==> src/rtl/smart_home_pkg.sv <==
// rtl/smart_home_pkg.sv - shared widths, sample limits and sensor FSM states for the climate path
package smart_home_pkg;

    localparam int TEMP_W   = 5;
    localparam int SAMPLE_W = 8;
    localparam int TEMP_MAX = 31;

    localparam logic [SAMPLE_W-1:0] SAMPLE_INVALID_LO = 8'h00;
    localparam logic [SAMPLE_W-1:0] SAMPLE_INVALID_HI = 8'hFF;

    typedef enum logic [2:0] {
        IDLE,
        SELECT,
        SHIFT,
        DESELECT,
        UPDATE
    } state_t;

    // All-zeros or all-ones means an open or stuck data line.
    function automatic logic sample_is_valid(input logic [SAMPLE_W-1:0] s);
        return (s != SAMPLE_INVALID_LO) && (s != SAMPLE_INVALID_HI);
    endfunction

endpackage

==> src/rtl/sensor_spi_rx.sv <==
// rtl/sensor_spi_rx.sv - serial sensor read: chip select, divided sclk, 8-bit MSB-first capture
module sensor_spi_rx
    import smart_home_pkg::*;
#(
    parameter int CLK_DIV = 4
) (
    input  logic                clk,
    input  logic                rst,
    input  logic                start_i,
    input  logic                sdo_i,
    output logic                sclk_o,
    output logic                cs_n_o,
    output logic                busy_o,
    output logic [SAMPLE_W-1:0] sample_o,
    output logic                sample_done_o
);

    localparam int             DW       = $clog2(CLK_DIV + 1);
    localparam logic [DW-1:0]  DIV_LAST = DW'(CLK_DIV - 1);
    localparam logic [2:0]     BIT_LAST = 3'(SAMPLE_W - 1);

    state_t                state_q;
    logic [DW-1:0]         div_q;
    logic [2:0]            bit_q;
    logic [SAMPLE_W-1:0]   shift_q;
    logic                  sclk_q;
    logic                  cs_n_q;
    logic                  done_q;
    logic                  div_end;

    assign div_end = (div_q == DIV_LAST);

    always_ff @(posedge clk or posedge rst) begin
        if (rst) begin
            state_q <= IDLE;
            div_q   <= '0;
            bit_q   <= '0;
            shift_q <= '0;
            sclk_q  <= 1'b0;
            cs_n_q  <= 1'b1;
            done_q  <= 1'b0;
        end else begin
            done_q <= 1'b0;
            case (state_q)
                IDLE: begin
                    if (start_i) begin
                        state_q <= SELECT;
                        cs_n_q  <= 1'b0;
                        div_q   <= '0;
                    end
                end
                SELECT: begin
                    if (div_end) begin
                        state_q <= SHIFT;
                        div_q   <= '0;
                        bit_q   <= '0;
                    end else begin
                        div_q <= div_q + 1'b1;
                    end
                end
                SHIFT: begin
                    if (!div_end) begin
                        div_q <= div_q + 1'b1;
                    end else begin
                        div_q  <= '0;
                        sclk_q <= ~sclk_q;
                        // Capture on the edge that raises sclk; the bit count advances on the fall.
                        if (!sclk_q) begin
                            shift_q <= {shift_q[SAMPLE_W-2:0], sdo_i};
                        end else if (bit_q == BIT_LAST) begin
                            state_q <= DESELECT;
                            cs_n_q  <= 1'b1;
                        end else begin
                            bit_q <= bit_q + 1'b1;
                        end
                    end
                end
                DESELECT: begin
                    if (div_end) begin
                        state_q <= UPDATE;
                        div_q   <= '0;
                        done_q  <= 1'b1;
                    end else begin
                        div_q <= div_q + 1'b1;
                    end
                end
                UPDATE:  state_q <= IDLE;
                default: state_q <= IDLE;
            endcase
        end
    end

    assign sclk_o        = sclk_q;
    assign cs_n_o        = cs_n_q;
    assign busy_o        = (state_q != IDLE);
    assign sample_o      = shift_q;
    assign sample_done_o = done_q;

endmodule

==> src/rtl/temp_sensor_frontend.sv <==
// rtl/temp_sensor_frontend.sv - periodic sensor poll, fault rejection, sliding-window average, saturation
module temp_sensor_frontend
    import smart_home_pkg::*;
#(
    parameter int CLK_DIV       = 4,
    parameter int SAMPLE_PERIOD = 1000,
    parameter int AVG_LOG2      = 2,
    parameter int RESET_TEMP    = 20
) (
    input  logic              clk,
    input  logic              rst,
    input  logic              sensor_sdo,
    output logic              sensor_sclk,
    output logic              sensor_cs_n,
    output logic [TEMP_W-1:0] temperature,
    output logic              temp_valid,
    output logic              sensor_fault
);

    localparam int                DEPTH = 1 << AVG_LOG2;
    localparam int                CW    = $clog2(SAMPLE_PERIOD);
    localparam int                SUM_W = SAMPLE_W + AVG_LOG2;
    localparam logic [AVG_LOG2:0] FULL  = (AVG_LOG2 + 1)'(DEPTH);

    logic [CW-1:0]       cnt_q, cnt_d;
    logic                busy;
    logic                start;
    logic                sample_done;
    logic                sample_ok;
    logic [SAMPLE_W-1:0] sample;
    logic [SAMPLE_W-1:0] win_q [DEPTH];
    logic [AVG_LOG2-1:0] ptr_q;
    logic [AVG_LOG2:0]   fill_q, fill_d;
    logic [SUM_W-1:0]    sum_d;
    logic [SAMPLE_W-1:0] avg_d;
    logic [TEMP_W-1:0]   temp_q, temp_d;
    logic                valid_q;
    logic                fault_q;

    sensor_spi_rx #(
        .CLK_DIV (CLK_DIV)
    ) u_spi_rx (
        .clk           (clk),
        .rst           (rst),
        .start_i       (start),
        .sdo_i         (sensor_sdo),
        .sclk_o        (sensor_sclk),
        .cs_n_o        (sensor_cs_n),
        .busy_o        (busy),
        .sample_o      (sample),
        .sample_done_o (sample_done)
    );

    assign cnt_d     = (cnt_q == CW'(SAMPLE_PERIOD - 1)) ? '0 : cnt_q + 1'b1;
    assign start     = (cnt_q == '0) && !busy;
    assign sample_ok = sample_is_valid(sample);
    assign fill_d    = (fill_q == FULL) ? fill_q : fill_q + 1'b1;

    // Sum of the window as it will be once the incoming sample replaces the oldest slot.
    always_comb begin
        sum_d = '0;
        for (int i = 0; i < DEPTH; i++) begin
            sum_d = sum_d + SUM_W'((AVG_LOG2'(i) == ptr_q) ? sample : win_q[i]);
        end
        avg_d  = sum_d[SUM_W-1:AVG_LOG2];
        temp_d = (avg_d > SAMPLE_W'(TEMP_MAX)) ? TEMP_W'(TEMP_MAX) : avg_d[TEMP_W-1:0];
    end

    always_ff @(posedge clk or posedge rst) begin
        if (rst) begin
            cnt_q   <= '0;
            ptr_q   <= '0;
            fill_q  <= '0;
            temp_q  <= TEMP_W'(RESET_TEMP);
            valid_q <= 1'b0;
            fault_q <= 1'b0;
            for (int i = 0; i < DEPTH; i++) begin
                win_q[i] <= '0;
            end
        end else begin
            cnt_q   <= cnt_d;
            valid_q <= 1'b0;
            if (sample_done) begin
                fault_q <= !sample_ok;
                if (sample_ok) begin
                    win_q[ptr_q] <= sample;
                    ptr_q        <= ptr_q + 1'b1;
                    fill_q       <= fill_d;
                    if (fill_d == FULL) begin
                        temp_q  <= temp_d;
                        valid_q <= 1'b1;
                    end
                end
            end
        end
    end

    assign temperature  = temp_q;
    assign temp_valid   = valid_q;
    assign sensor_fault = fault_q;

endmodule
==> config.mk <==
export PLATFORM = sky130hd
export DESIGN_NAME = temp_sensor_frontend
export DESIGN_NICKNAME = d
export VERILOG_FILES = /design/src/rtl/smart_home_pkg.sv /design/src/rtl/sensor_spi_rx.sv /design/src/rtl/temp_sensor_frontend.sv
export SDC_FILE = /design/constraint.sdc
export NUM_CORES = 1
export LEC_CHECK = 0
export ABC_AREA = 0
export CAP_MARGIN = 0
export CORE_MARGIN = 5
export CORE_UTILIZATION = 45
export CTS_CLUSTER_DIAMETER = 60
export DETAILED_ROUTE_END_ITERATION = 8
export PLACE_DENSITY = 0.67
export SKIP_CTS_REPAIR_TIMING = 1
export SLEW_MARGIN = 15
export SYNTH_ARGS = -nofsm -noshare
export SYNTH_HDL_FRONTEND = slang
export SYNTH_SLANG_ARGS = --single-unit
==> constraint.sdc <==
create_clock -name clk -period 4.8 [get_ports clk]
set_input_delay 0.72 -clock clk [delete_from_list [all_inputs] [get_ports clk]]
set_output_delay 0.72 -clock clk [all_outputs]
set_load 0.1 [all_outputs]
* Word-level counts from Yosys, hierarchy flattened
Index checks and enable logic that the tools add are counted.
** Operators by class
- Add/subtract/negate cells :: 8
- $lt $le $gt $ge :: 3
- Eq/ne operators :: 19
- Muxes and demuxes :: 35
- Bitwise logic cells :: 2
- Reduce and logical (&&, ||, !) cells :: 22
** Operators by type and width (count)
- two-way mux 8 bit :: 5
- two-way mux 3 bit :: 13
- bitwise mux 32 bit :: 1
- demux 8 bit (select 2 bit) :: 1
- case mux 3 bit (2 select lines) :: 2
- case mux 3 bit (4 select lines) :: 1
- adder 10 x 1 -> 10 bit (second input constant) :: 1
- adder 10 x 8 -> 10 bit :: 1
- adder 9 x 8 -> 10 bit :: 1
- equality test 10 bit (second input constant) :: 1
- zero test 10 bit :: 1
- two-way mux 10 bit :: 1
- inequality test 2 x 1 -> 1 bit (second input constant) :: 5
- AND reduction 5 bit :: 2
- adder 3 x 1 -> 3 bit (second input constant) :: 3
- adder 8 x 8 -> 9 bit :: 1
- equality test 3 x 2 -> 1 bit (second input constant) :: 3
- equality test 3 bit (second input constant) :: 3
- two-way mux 1 bit :: 9
- > comparator 8 x 5 -> 1 bit (second input constant) :: 1
- inequality test 8 bit (second input constant) :: 1
- nonzero test 8 bit :: 1
- AND reduction 2 bit :: 3
- AND reduction 3 bit :: 2
- other kinds (19) :: 26
** Word-level totals
- Register bits :: 74
- Input port bits :: 3
- Output and inout bits :: 9

* Depth between registers and ports, before layout
Gate-level depths: netlist (run 1).
- Depth after elaboration :: 7
- Mapped depth :: 14
- Gate-level depth less buffers :: 13

* By module
From an unflattened synthesis (run 1), not the netlist that was laid out.
** Second synthesis, totals
- Cells, all modules :: 365
- Area, all modules :: 4441.8 µm²
** By module, submodules not included
- temp_sensor_frontend :: times used 1, cells each 286, area each 3455.8 µm², sequential area each 1353.8 µm²
- sensor_spi_rx :: times used 1, cells each 79, area each 985.9 µm², sequential area each 501.7 µm²

* Worst setup path before layout (run 1)
OpenSTA, ideal clock, no wires.
- Kind :: reg2reg
- Start :: register ptr_q[0]
- End :: register temp_q[1] (netlist: temperature[1])
- Arrival :: 3776 ps
- Data required time :: 4672 ps
- Setup slack :: 896 ps
- Stages on the path, launching flop included :: 15
- Cell sequence :: dfrtp_1 > inv_1 > ha_1 > clkbuf_1 > mux2_2 > fa_1 > inv_1 > fa_1 > inv_1 > fa_1 > a21o_1 > a31o_2 > a21oi_1 > o211a_1 > a31oi_1
** Between the ends
- Longest elaborated chain between the ends :: 7
- Elaborated cells on any way between the ends :: 13
- Classes of those cells :: add/sub (3); order compare (1); eq/ne (3); mux (5); reduce/logical (1)
** Ends and longest elaborated chain
- from (decl) :: RTL line temp_sensor_frontend.sv:32 : logic [AVG_LOG2-1:0] ptr_q;
- from (signal assigned) :: RTL line temp_sensor_frontend.sv:87 : ptr_q <= ptr_q + 1'b1;
- equality test 1 x 2 -> 1 bit / zero test 2 bit (equally long branches) :: RTL line temp_sensor_frontend.sv:63 : sum_d = sum_d + SUM_W'((AVG_LOG2'(i) == ptr_q) ? sample : win_q[i]);
- two-way mux 8 bit :: RTL line temp_sensor_frontend.sv:63
- adder 8 x 8 -> 9 bit :: RTL line temp_sensor_frontend.sv:63
- adder 9 x 8 -> 10 bit :: RTL line temp_sensor_frontend.sv:63
- adder 10 x 8 -> 10 bit * :: RTL line temp_sensor_frontend.sv:63
- > comparator 8 x 5 -> 1 bit :: RTL line temp_sensor_frontend.sv:66 : temp_d = (avg_d > SAMPLE_W'(TEMP_MAX)) ? TEMP_W'(TEMP_MAX) : avg_d[TEMP_W-1:0];
- two-way mux 5 bit * :: RTL line temp_sensor_frontend.sv:66
- to (signal assigned) :: RTL line temp_sensor_frontend.sv:74 : temp_q <= TEMP_W'(RESET_TEMP);
- to (signal assigned) :: RTL line temp_sensor_frontend.sv:90 : temp_q <= temp_d;
- to (decl) :: RTL line temp_sensor_frontend.sv:36 : logic [TEMP_W-1:0] temp_q, temp_d;
Mark *: on every way between the ends. The rest lies on a longest branch, timed or not.
A chain may end at the register's enable or synchronous reset.

* Final worst setup path (run 1)
Ends and elaborated chain as after synthesis.

==> impl_metrics.csv, run 1 <==
group,metric,value,unit
global_route,grt_pass1_vias,2705,
setup_path,slowest_stage,"fa_1",
cts,htreeDepth,3,
finish,fin_nets,397,
power_and_ir_drop,power_leakage,2.13,nW
min_path,hp-start,"cnt_q[0]",
setup_path,max_stage_delay,0.53,ns
timing,worst_pin_slew,0.966,ns
setup_path,r2r-end,"temperature[1]",
floorplanning,dieWidth,106,microns
setup_path,crit_fanout,9,
global_route,antenna_found_initial,0,
placement,finalWeightedCongestion,0.868,
yosys,ys_seq_elements,74,
placement,io_buffer_count,11,
drt,dr.pass1.iters,4,
setup_path,critPathKind,"register to register",
finish,final_common_cell,"dfrtp_1",
cts,cts-buffers-inserted,9,
setup_path,r2r_slack,0.73,ns
setup_path,path_delay_family,"adder cells",
floorplanning,core,9150,sq um
setup_path,cp.arrival,4.30,ns
finish,stdcell_area,4520,sq um
yosys,synth_nets,396,
cts,cts_tree,"done",
global_route,grt_max_degree,39,
timing,finalHoldViolCount,0,
timing,finClkSkew,0.0113,ns
cts,clk_path_buf_depth,2,
placement,dp.cells,460,
timing,max_slew_margin,35.4,%
timing,rsz0062_at_grt,"no",
setup_path,crit_required,5.03,ns
yosys,ys_top_cells_by_area,"dfrtp_1, mux2_2, fa_1",
setup_path,r2r_cells,13,
floorplanning,ios,12,
drt,drt_iter0_drc,71,
setup_path,crit_chain,"inv_1, ha_1, mux2_2, fa_1, inv_1, fa_1, inv_1, fa_1, a21o_1, a31o_2, a21oi_1, o211a_1, a31oi_1",
drt,postRouteAntennaNets,0,
cts,clock-sinks,74,
finish,diodes,0,
yosys,ys_seq_area_share,44.3,%
drt,viasPerCell,5.36,
placement,dp_hpwl,5350,microns
cts,cts-root-buf,"clkbuf_8",
yosys,synth-edff-count,0,
min_path,hold_end,"cnt_q[0]",
yosys,syn_area,4190,sq um
timing,maxSlewViolCount,0,
finish,drive_gt1_share,24.1,%
power_and_ir_drop,peakVddDrop,0.000148,V
timing,max_freq,246,MHz
floorplanning,num_rows,35,
outcome,outcome,"finished clean",
finish,area_delta_synth_final,8.10,%
power_and_ir_drop,p_per_area,248,nW/um^2
setup_path,critPathLaunchType,"register",
yosys,async_flop_share,100,%
cts,clk_latency,0.36,ns
timing,timing.final.crit_share,84.7,%
floorplanning,start_util,45.7,%
min_path,min_path_cells,1,
timing,layout_min_cycle_time,4.07,ns
yosys,synth-main-ff-cell,"dfrtp_1",
setup_path,end_kind,"register",
yosys,ys_types,45,
setup_path,cp-startpoint,"ptr_q[0]",
min_path,min_path_type,"register to register",
yosys,yosysWarnings,0,
yosys,yosys.area.top_type,"dfrtp_1",
finish,mostFrequentLayoutCells,"dfrtp_1, mux2_2, inv_1",
global_route,grt_pass1_wl,13000,microns
timing,setup_tns,0,ns
placement,place_area,4340,sq um
drt,drc,0,
setup_path,r2r_start,"ptr_q[0]",
timing,setup_viol,0,
cts,clkTransAtPathRegs,0.09,ns
setup_path,crit_buf_inv,3,
flow_run,cap_viol_max_count,0,
global_route,gr-total-overflow,0,
drt,dr_total_vias,2552,
yosys,syn_avg_cell_area,11.7,sq um
floorplanning,dieArea,11300,sq um
yosys,syn_inst,359,
power_and_ir_drop,power,0.00112,W
global_route,grtUsageTotal,14.6,%
drt,wl,7320,microns
floorplanning,die_h,106,microns
finish,layout.cells.non_filler,476,
drt,wl_per_cell,15.4,microns
yosys,netlist.area_leader.share,42.5,%
## Yosys cell counts (8+ instances only)
cell type	count
a21oi_1	9
a31oi_1	8
buf_2	8
clkbuf_1	10
dfrtp_1	71
fa_1	16
ha_1	18
inv_1	26
mux2_2	62
mux2i_1	11
nand2_1	13
nor2_1	22
xnor2_1	8
## metrics by stage
| stage | util [%] | hold slack, ns | setup WS [ns] |
|---|---|---|---|
| 6_report | 49.4 | 0.497 | 0.732 |
| 3_5_place_dp | 47.4 | 0.484 | 0.739 |
| 5_1_grt | 49.4 | 0.519 | 0.552 |
| 3_3_place_gp | 47.4 | 0.474 | 0.843 |
| 2_1_floorplan | - | 0.454 | 0.896 |
| 4_1_cts | 49.4 | 0.501 | 0.711 |
## how the worst max path moves through the flow
stage                                end  slack [ns]  cells past startpoint
after floorplan           temperature[1]        0.90                     14
after global placement    temperature[3]        0.84                     13
after detailed placement  temperature[1]        0.74                     13
after CTS                 temperature[1]        0.71                     13
after global routing      temperature[1]        0.55                     13
final                     temperature[1]        0.73                     13
## registers in the layout, indices dropped and copies added (netlist names)
name                    flops
cnt_q                      10
fill_q                      3
ptr_q                       2
sensor_fault                1
temp_valid                  1
temperature                 5
u_spi_rx.bit_q              3
u_spi_rx.cs_n_o             1
u_spi_rx.div_q              3
u_spi_rx.sample_done_o      1
u_spi_rx.sample_o           8
u_spi_rx.sclk_o             1
u_spi_rx.state_q            3
win_q                      32
## final cells by class
cell class,count,area [sq um]
tap,111,139
inverter,26,97.6
timing repair buffer,13,125
clock buffer,9,124
multi-input combinational,236,2120
fill,808,4630
sequential,74,1860
clock inverter,7,60.1
## metal layers
metal / vias to the layer above / wire length [microns] / global-route usage, %
li1: 1235 / - / -
met1: 1265 / 3560 / 19.3
met2: 35 / 3360 / 22.7
met3: 17 / 200 / 3.40
met4: 0 / 201 / 7.21
met5: - / 0 / 0
## kinds of logic after synthesis
| family | Yosys count | share of synthesized area [%] |
|---|---|---|
| compound gates | 34 | 5.14 |
| xor+xnor | 15 | 3.14 |
| fa+ha+maj | 34 | 13.0 |
| buf+inv | 49 | 4.93 |
| flops | 74 | 44.3 |
| mux | 73 | 19.3 |
| simple gates | 80 | 10.1 |
## report_power, final
| part | switching [W] | leakage, nW | total [W] | internal [W] |
|---|---|---|---|---|
| registers | 0.0000102 | 0.972 | 0.000636 | 0.000626 |
| clock network | 0.000258 | 0.0844 | 0.000454 | 0.000195 |
| logic | 0.0000222 | 1.07 | 0.0000347 | 0.0000125 |
| total | 0.000291 | 2.13 | 0.00112 | 0.000833 |
No activity file was read; power rests on OpenSTA's default activity.
==> inputs of run 2 (changes only) <==
--- a/config.mk
+++ b/config.mk
@@ -11,7 +11,7 @@
 export CORE_UTILIZATION = 45
 export CTS_CLUSTER_DIAMETER = 60
 export DETAILED_ROUTE_END_ITERATION = 8
-export PLACE_DENSITY = 0.67
+export PLACE_DENSITY = 0.7
 export SKIP_CTS_REPAIR_TIMING = 1
 export SLEW_MARGIN = 15
 export SYNTH_ARGS = -nofsm -noshare
==> constraint.sdc (replaced) <==
create_clock -name clk -period 3.3 [get_ports clk]
set_input_delay 0.495 -clock clk [delete_from_list [all_inputs] [get_ports clk]]
set_output_delay 0.495 -clock clk [all_outputs]
set_load 0.1 [all_outputs]
==> run 2 against run 1 <==
  * Non-clock buffer count grew 27
  * Via count increased by 3.2%
  * The run now ends with setup timing left
  * Combinational power up 110%
  * Count of clock-buffer cells in the layout unchanged
  * Critical path depth unchanged
==> impl_metrics.csv, run 2 (synthesized netlist as in run 1, its figures left out) <==
group,metric,value,unit
timing,timing.final.crit_share,108,%
timing,max_slew_margin,34.7,%
timing,worst_pin_slew,0.977,ns
global_route,grtUsageTotal,14.4,%
flow_run,cap_viol_max_count,0,
min_path,hp-start,"cnt_q[0]",
timing,holdWs,0.497,ns
finish,layout.cells.non_filler,503,
floorplanning,start_util,45.7,%
global_route,antenna_found_initial,0,
global_route,grt_pass1_wl,13000,microns
placement,io_buffer_count,11,
drt,drc,0,
cts,clkTransAtPathRegs,0.09,ns
floorplanning,dieArea,11300,sq um
cts,clock-sinks,74,
drt,drt_iter0_drc,51,
global_route,gr-total-overflow,0,
finish,fin_nets,424,
min_path,min_path_type,"register to register",
setup_path,end_kind,"register",
power_and_ir_drop,p_per_area,370,nW/um^2
setup_path,r2r-end,"temperature[3]",
outcome,violations,"setup timing",
setup_path,cp-startpoint,"ptr_q[0]",
timing,finalHoldViolCount,0,
floorplanning,num_rows,35,
finish,final_common_cell,"dfrtp_1",
timing,max_freq,281,MHz
setup_path,r2r_start,"ptr_q[0]",
floorplanning,core,9150,sq um
setup_path,critPathKind,"register to register",
global_route,grt_max_degree,43,
setup_path,r2r_slack,-0.26,ns
drt,wl,7530,microns
finish,top_register,"win_q",
outcome,outcome,"finished with violations",
setup_path,critPathLaunchType,"register",
placement,finalWeightedCongestion,0.797,
setup_path,r2r_cells,13,
finish,drive_gt1_share,33.7,%
setup_path,cp.arrival,3.80,ns
drt,postRouteAntennaNets,0,
timing,maxSlewViolCount,0,
cts,cts-buffers-inserted,9,
global_route,grt_pass1_vias,2775,
cts,clk_latency,0.36,ns
finish,largest_register_ffs,32,
power_and_ir_drop,power_leakage,2.31,nW
setup_path,crit_required,3.54,ns
drt,dr.pass1.iters,5,
cts,htreeDepth,3,
placement,dp_hpwl,5480,microns
drt,dr_total_vias,2633,
power_and_ir_drop,peakVddDrop,0.000183,V
timing,finClkSkew,0.00905,ns
floorplanning,die_h,106,microns
min_path,min_path_cells,1,
floorplanning,dieWidth,106,microns
timing,setup_tns,-1.23,ns
finish,area_delta_synth_final,16.3,%
cts,cts_tree,"done",
min_path,hold_end,"cnt_q[0]",
setup_path,crit_fanout,5,
timing,setup_viol,5,
timing,rsz0062_at_grt,"yes",
drt,viasPerCell,5.23,
timing,fin_ws,-0.262,ns
finish,mostFrequentLayoutCells,"dfrtp_1, mux2_2, buf_4",
placement,dp.cells,484,
finish,diodes,0,
timing,layout_min_cycle_time,3.56,ns
cts,clk_path_buf_depth,2,
floorplanning,ios,12,
cts,cts-root-buf,"clkbuf_8",
drt,wl_per_cell,15.0,microns
-- run 2: cell types whose count changed in the layout (fill, tap and decap cells not counted), moves of 2 or more --
cell             change
ha_1                 -4
clkdlybuf4s50_1      -4
buf_4               +29
mux2_4               +4
inv_1                -4
mux2_2               -4
inv_2                +4
ha_4                 +4
bufinv_16            +2
-- run 2: how the worst max path moves through the flow --
stage	slack, ns	endpoint	cells past startpoint
floorplan	-0.17	temperature[0]	14
global placement	-0.21	temperature[3]	13
detailed placement	-0.33	temperature[3]	13
CTS	-0.35	temperature[3]	13
global route	-0.38	temperature[0]	13
finish	-0.26	temperature[3]	13
-- run 2: power breakdown --
part           total (W)  switching, W  internal [W]
Combinational  0.0000722     0.0000409     0.0000313
Sequential      0.000919    0.00000898      0.000910
Clock           0.000808      0.000376      0.000432
-- run 2: cell type report --
class,instances,area [sq um]
clock buffer,9,124
clock inverter,7,101
fill,766,4290
inverter,26,97.6
multi-input combinational,236,2210
sequential,74,1860
tap,111,139
timing repair buffer,40,334
-- run 2: critical path: stages (launching register included) --
cell and delay, ns:
dfrtp_1 0.44, inv_2 0.13, ha_4 0.19, mux2_4 0.31, fa_1 0.55, inv_2 0.04
fa_1 0.52, inv_2 0.05, fa_2 0.38, a21o_1 0.18, a31o_2 0.21, a21oi_2 0.13
o211a_1 0.22, a31oi_1 0.10
-- run 2: metal layers --
layer	track usage [%]	vias up	part of all wire, %
met1	19.0	1310	47
li1	-	1290	-
met2	23.3	21	49
met3	2.61	12	1.9
met5	0	-	0
met4	6.48	0	1.9
-- run 2: through the flow --
stage | total power [W] | instance area [sq um] | worst slack (ns) | util, %
floorplan | 0.000978 | 4250 | -0.166 | -
global route | 0.00187 | 4870 | -0.384 | 53.2
CTS | 0.00182 | 4780 | -0.355 | 52.2
global placement | 0.00101 | 4550 | -0.214 | 49.7
finish | 0.00180 | 4870 | -0.262 | 53.2
detailed placement | 0.00101 | 4550 | -0.330 | 49.7
==> inputs of run 3 (changes only) <==
--- a/config.mk
+++ b/config.mk
@@ -11,7 +11,6 @@
 export CORE_UTILIZATION = 45
 export CTS_CLUSTER_DIAMETER = 60
 export DETAILED_ROUTE_END_ITERATION = 8
-export PLACE_DENSITY = 0.7
 export SKIP_CTS_REPAIR_TIMING = 1
 export SLEW_MARGIN = 15
 export SYNTH_ARGS = -nofsm -noshare
==> run 3 against run 2 <==
  * The run still ends with setup timing left
  * Utilization up 0.25 points
  * Combinational power is 2% lower
  * Setup slack better by 0.021 ns
  * Clock power shrank 1%
  * Non-clock buffer count unchanged
  * Global-route usage increased by 0.28 points
  * Final cell count stayed put
  * Power fell by 0.70%
  * Cell area is 0.46% higher
  * Die area is the same
  * Hold slack worse by 0.0069 ns
  * Register-to-register slack better by 0.02 ns
  * Critical path type unchanged
  * Critical endpoint unchanged
  * Largest power group unchanged
  * Highest routed layer unchanged
==> impl_metrics.csv, run 3 (synthesized netlist as in run 1, its figures left out) <==
group,metric,value,unit
floorplanning,die_h,106,microns
drt,viasPerCell,5.27,
floorplanning,num_rows,35,
floorplanning,core,9150,sq um
power_and_ir_drop,p_sw_share,23.2,%
global_route,gr-total-overflow,0,
timing,rsz0062_at_grt,"yes",
finish,final_common_cell,"dfrtp_1",
drt,dr_total_vias,2649,
timing,timing.final.crit_share,107,%
global_route,antenna_found_initial,0,
finish,regArea,1860,sq um
cts,clock-sinks,74,
timing,worst_pin_slew,0.965,ns
outcome,violations,"setup timing",
finish,fin_nets,424,
setup_path,cp.arrival,3.77,ns
timing,setup_tns,-1.08,ns
floorplanning,dieWidth,106,microns
power_and_ir_drop,p_int,0.00137,W
timing,fin_ws,-0.241,ns
finish,mostFrequentLayoutCells,"dfrtp_1, mux2_2, buf_4",
drt,wl,7770,microns
drt,dr.pass1.iters,4,
drt,drt_iter0_drc,56,
drt,top_layer,"met4",
global_route,grt_pass1_wl,13300,microns
cts,cts-buffers-inserted,9,
timing,max_freq,282,MHz
floorplanning,dieArea,11300,sq um
setup_path,critPathLaunchType,"register",
power_and_ir_drop,clkPwrFrac,44.6,%
power_and_ir_drop,peakVddDrop,0.000183,V
outcome,outcome,"finished with violations",
power_and_ir_drop,power_leakage,2.31,nW
finish,area_delta_synth_final,16.8,%
power_and_ir_drop,switchingPower,0.000415,W
power_and_ir_drop,power_frac_comb,3.9,%
timing,setup_viol,5,
drt,drc,0,
placement,io_buffer_count,11,
finish,largest_register_ffs,32,
cts,clkTransAtPathRegs,0.09,ns
flow_run,cap_viol_max_count,0,
cts,clk_path_buf_depth,2,
placement,finalWeightedCongestion,0.783,
finish,finish.utilization,53.4,%
finish,top_register,"win_q",
floorplanning,start_util,45.7,%
placement,dp_hpwl,5490,microns
timing,layout_min_cycle_time,3.54,ns
drt,wl_met1,3640,microns
setup_path,end_kind,"register",
timing,max_slew_margin,35.5,%
drt,postRouteAntennaNets,0,
finish,multiInputGateArea,2230,sq um
min_path,min_path_type,"register to register",
global_route,grt_max_degree,48,
power_and_ir_drop,p_per_area,366,nW/um^2
setup_path,critPathKind,"register to register",
cts,cts-root-buf,"clkbuf_8",
timing,finClkSkew,0.0113,ns
cts,htreeDepth,3,
cts,cts_tree,"done",
timing,finalHoldViolCount,0,
setup_path,crit_required,3.53,ns
finish,drive_gt1_share,34.4,%
timing,maxSlewViolCount,0,
floorplanning,ios,12,
setup_path,crit_fanout,6,
drt,wl_met3,184,microns
finish,diodes,0,
finish,nFillCells,799,
power_and_ir_drop,pwr-share-seq,51.4,%
drt,wl_per_cell,15.5,microns
cts,clk_latency,0.35,ns
drt,met2_length,3860,microns
global_route,grtUsageTotal,14.7,%
global_route,grt_pass1_vias,2774,
[run 3: final timing paths]
kind	from	to	slack (ns)	depth (start not counted)
min in group asynchronous	rst	ptr_q[1]	0.54	2
setup / recovery	ptr_q[0]	temperature[3]	-0.24	13
hold reg to reg	cnt_q[0]	cnt_q[0]	0.49	1
setup reg to reg	ptr_q[0]	temperature[3]	-0.24	13
hold / removal	cnt_q[0]	cnt_q[0]	0.49	1
max in group asynchronous	rst	u_spi_rx.cs_n_o	2.05	3
[run 3: area by class of cell]
cell class,instances,share of cell area (%)
multi-input combinational,236,45.7
sequential,74,38.0
timing repair buffer,40,6.91
tap,111,2.84
clock buffer,9,2.53
clock inverter,7,2.10
inverter,26,2.00
[run 3: metrics by stage]
step / hold slack [ns] / setup WS (ns) / std cells / power, W / area, sq um
3_3_place_gp: 0.479 / -0.237 / 484 / 0.00101 / 4550
3_5_place_dp: 0.479 / -0.316 / 484 / 0.00101 / 4550
6_report: 0.490 / -0.241 / 503 / 0.00179 / 4890
5_1_grt: 0.514 / -0.383 / 503 / 0.00186 / 4890
4_1_cts: 0.493 / -0.328 / 500 / 0.00182 / 4780
2_1_floorplan: 0.454 / -0.166 / 359 / 0.000978 / 4250
[run 3: power groups by stage]
stage / Sequential [W] / Combinational (W) / Clock (W)
global route: 0.000921 / 0.0000818 / 0.000863
CTS: 0.000918 / 0.0000712 / 0.000829
floorplan: 0.000931 / 0.0000475 / 0
global placement: 0.000937 / 0.0000698 / 0
finish: 0.000919 / 0.0000706 / 0.000798
detailed placement: 0.000936 / 0.0000712 / 0
[run 3: per-layer routing]
layer	global-route usage [%]	vias to the layer above
met2	24.6	36
met1	18.9	1316
li1	-	1289
met3	3.22	8
met5	0	-
met4	5.11	0
[run 3: critical path, stage by stage (launching register included)]
cell and delay, ns:
dfrtp_1 0.42, inv_2 0.13, ha_4 0.19, mux2_4 0.31, fa_1 0.56, fa_1 0.43
nand2_1 0.10, nor2_2 0.05, fa_2 0.39, a21o_1 0.21, a31o_2 0.21, a21oi_2 0.11
o211a_1 0.22, a31oi_1 0.10
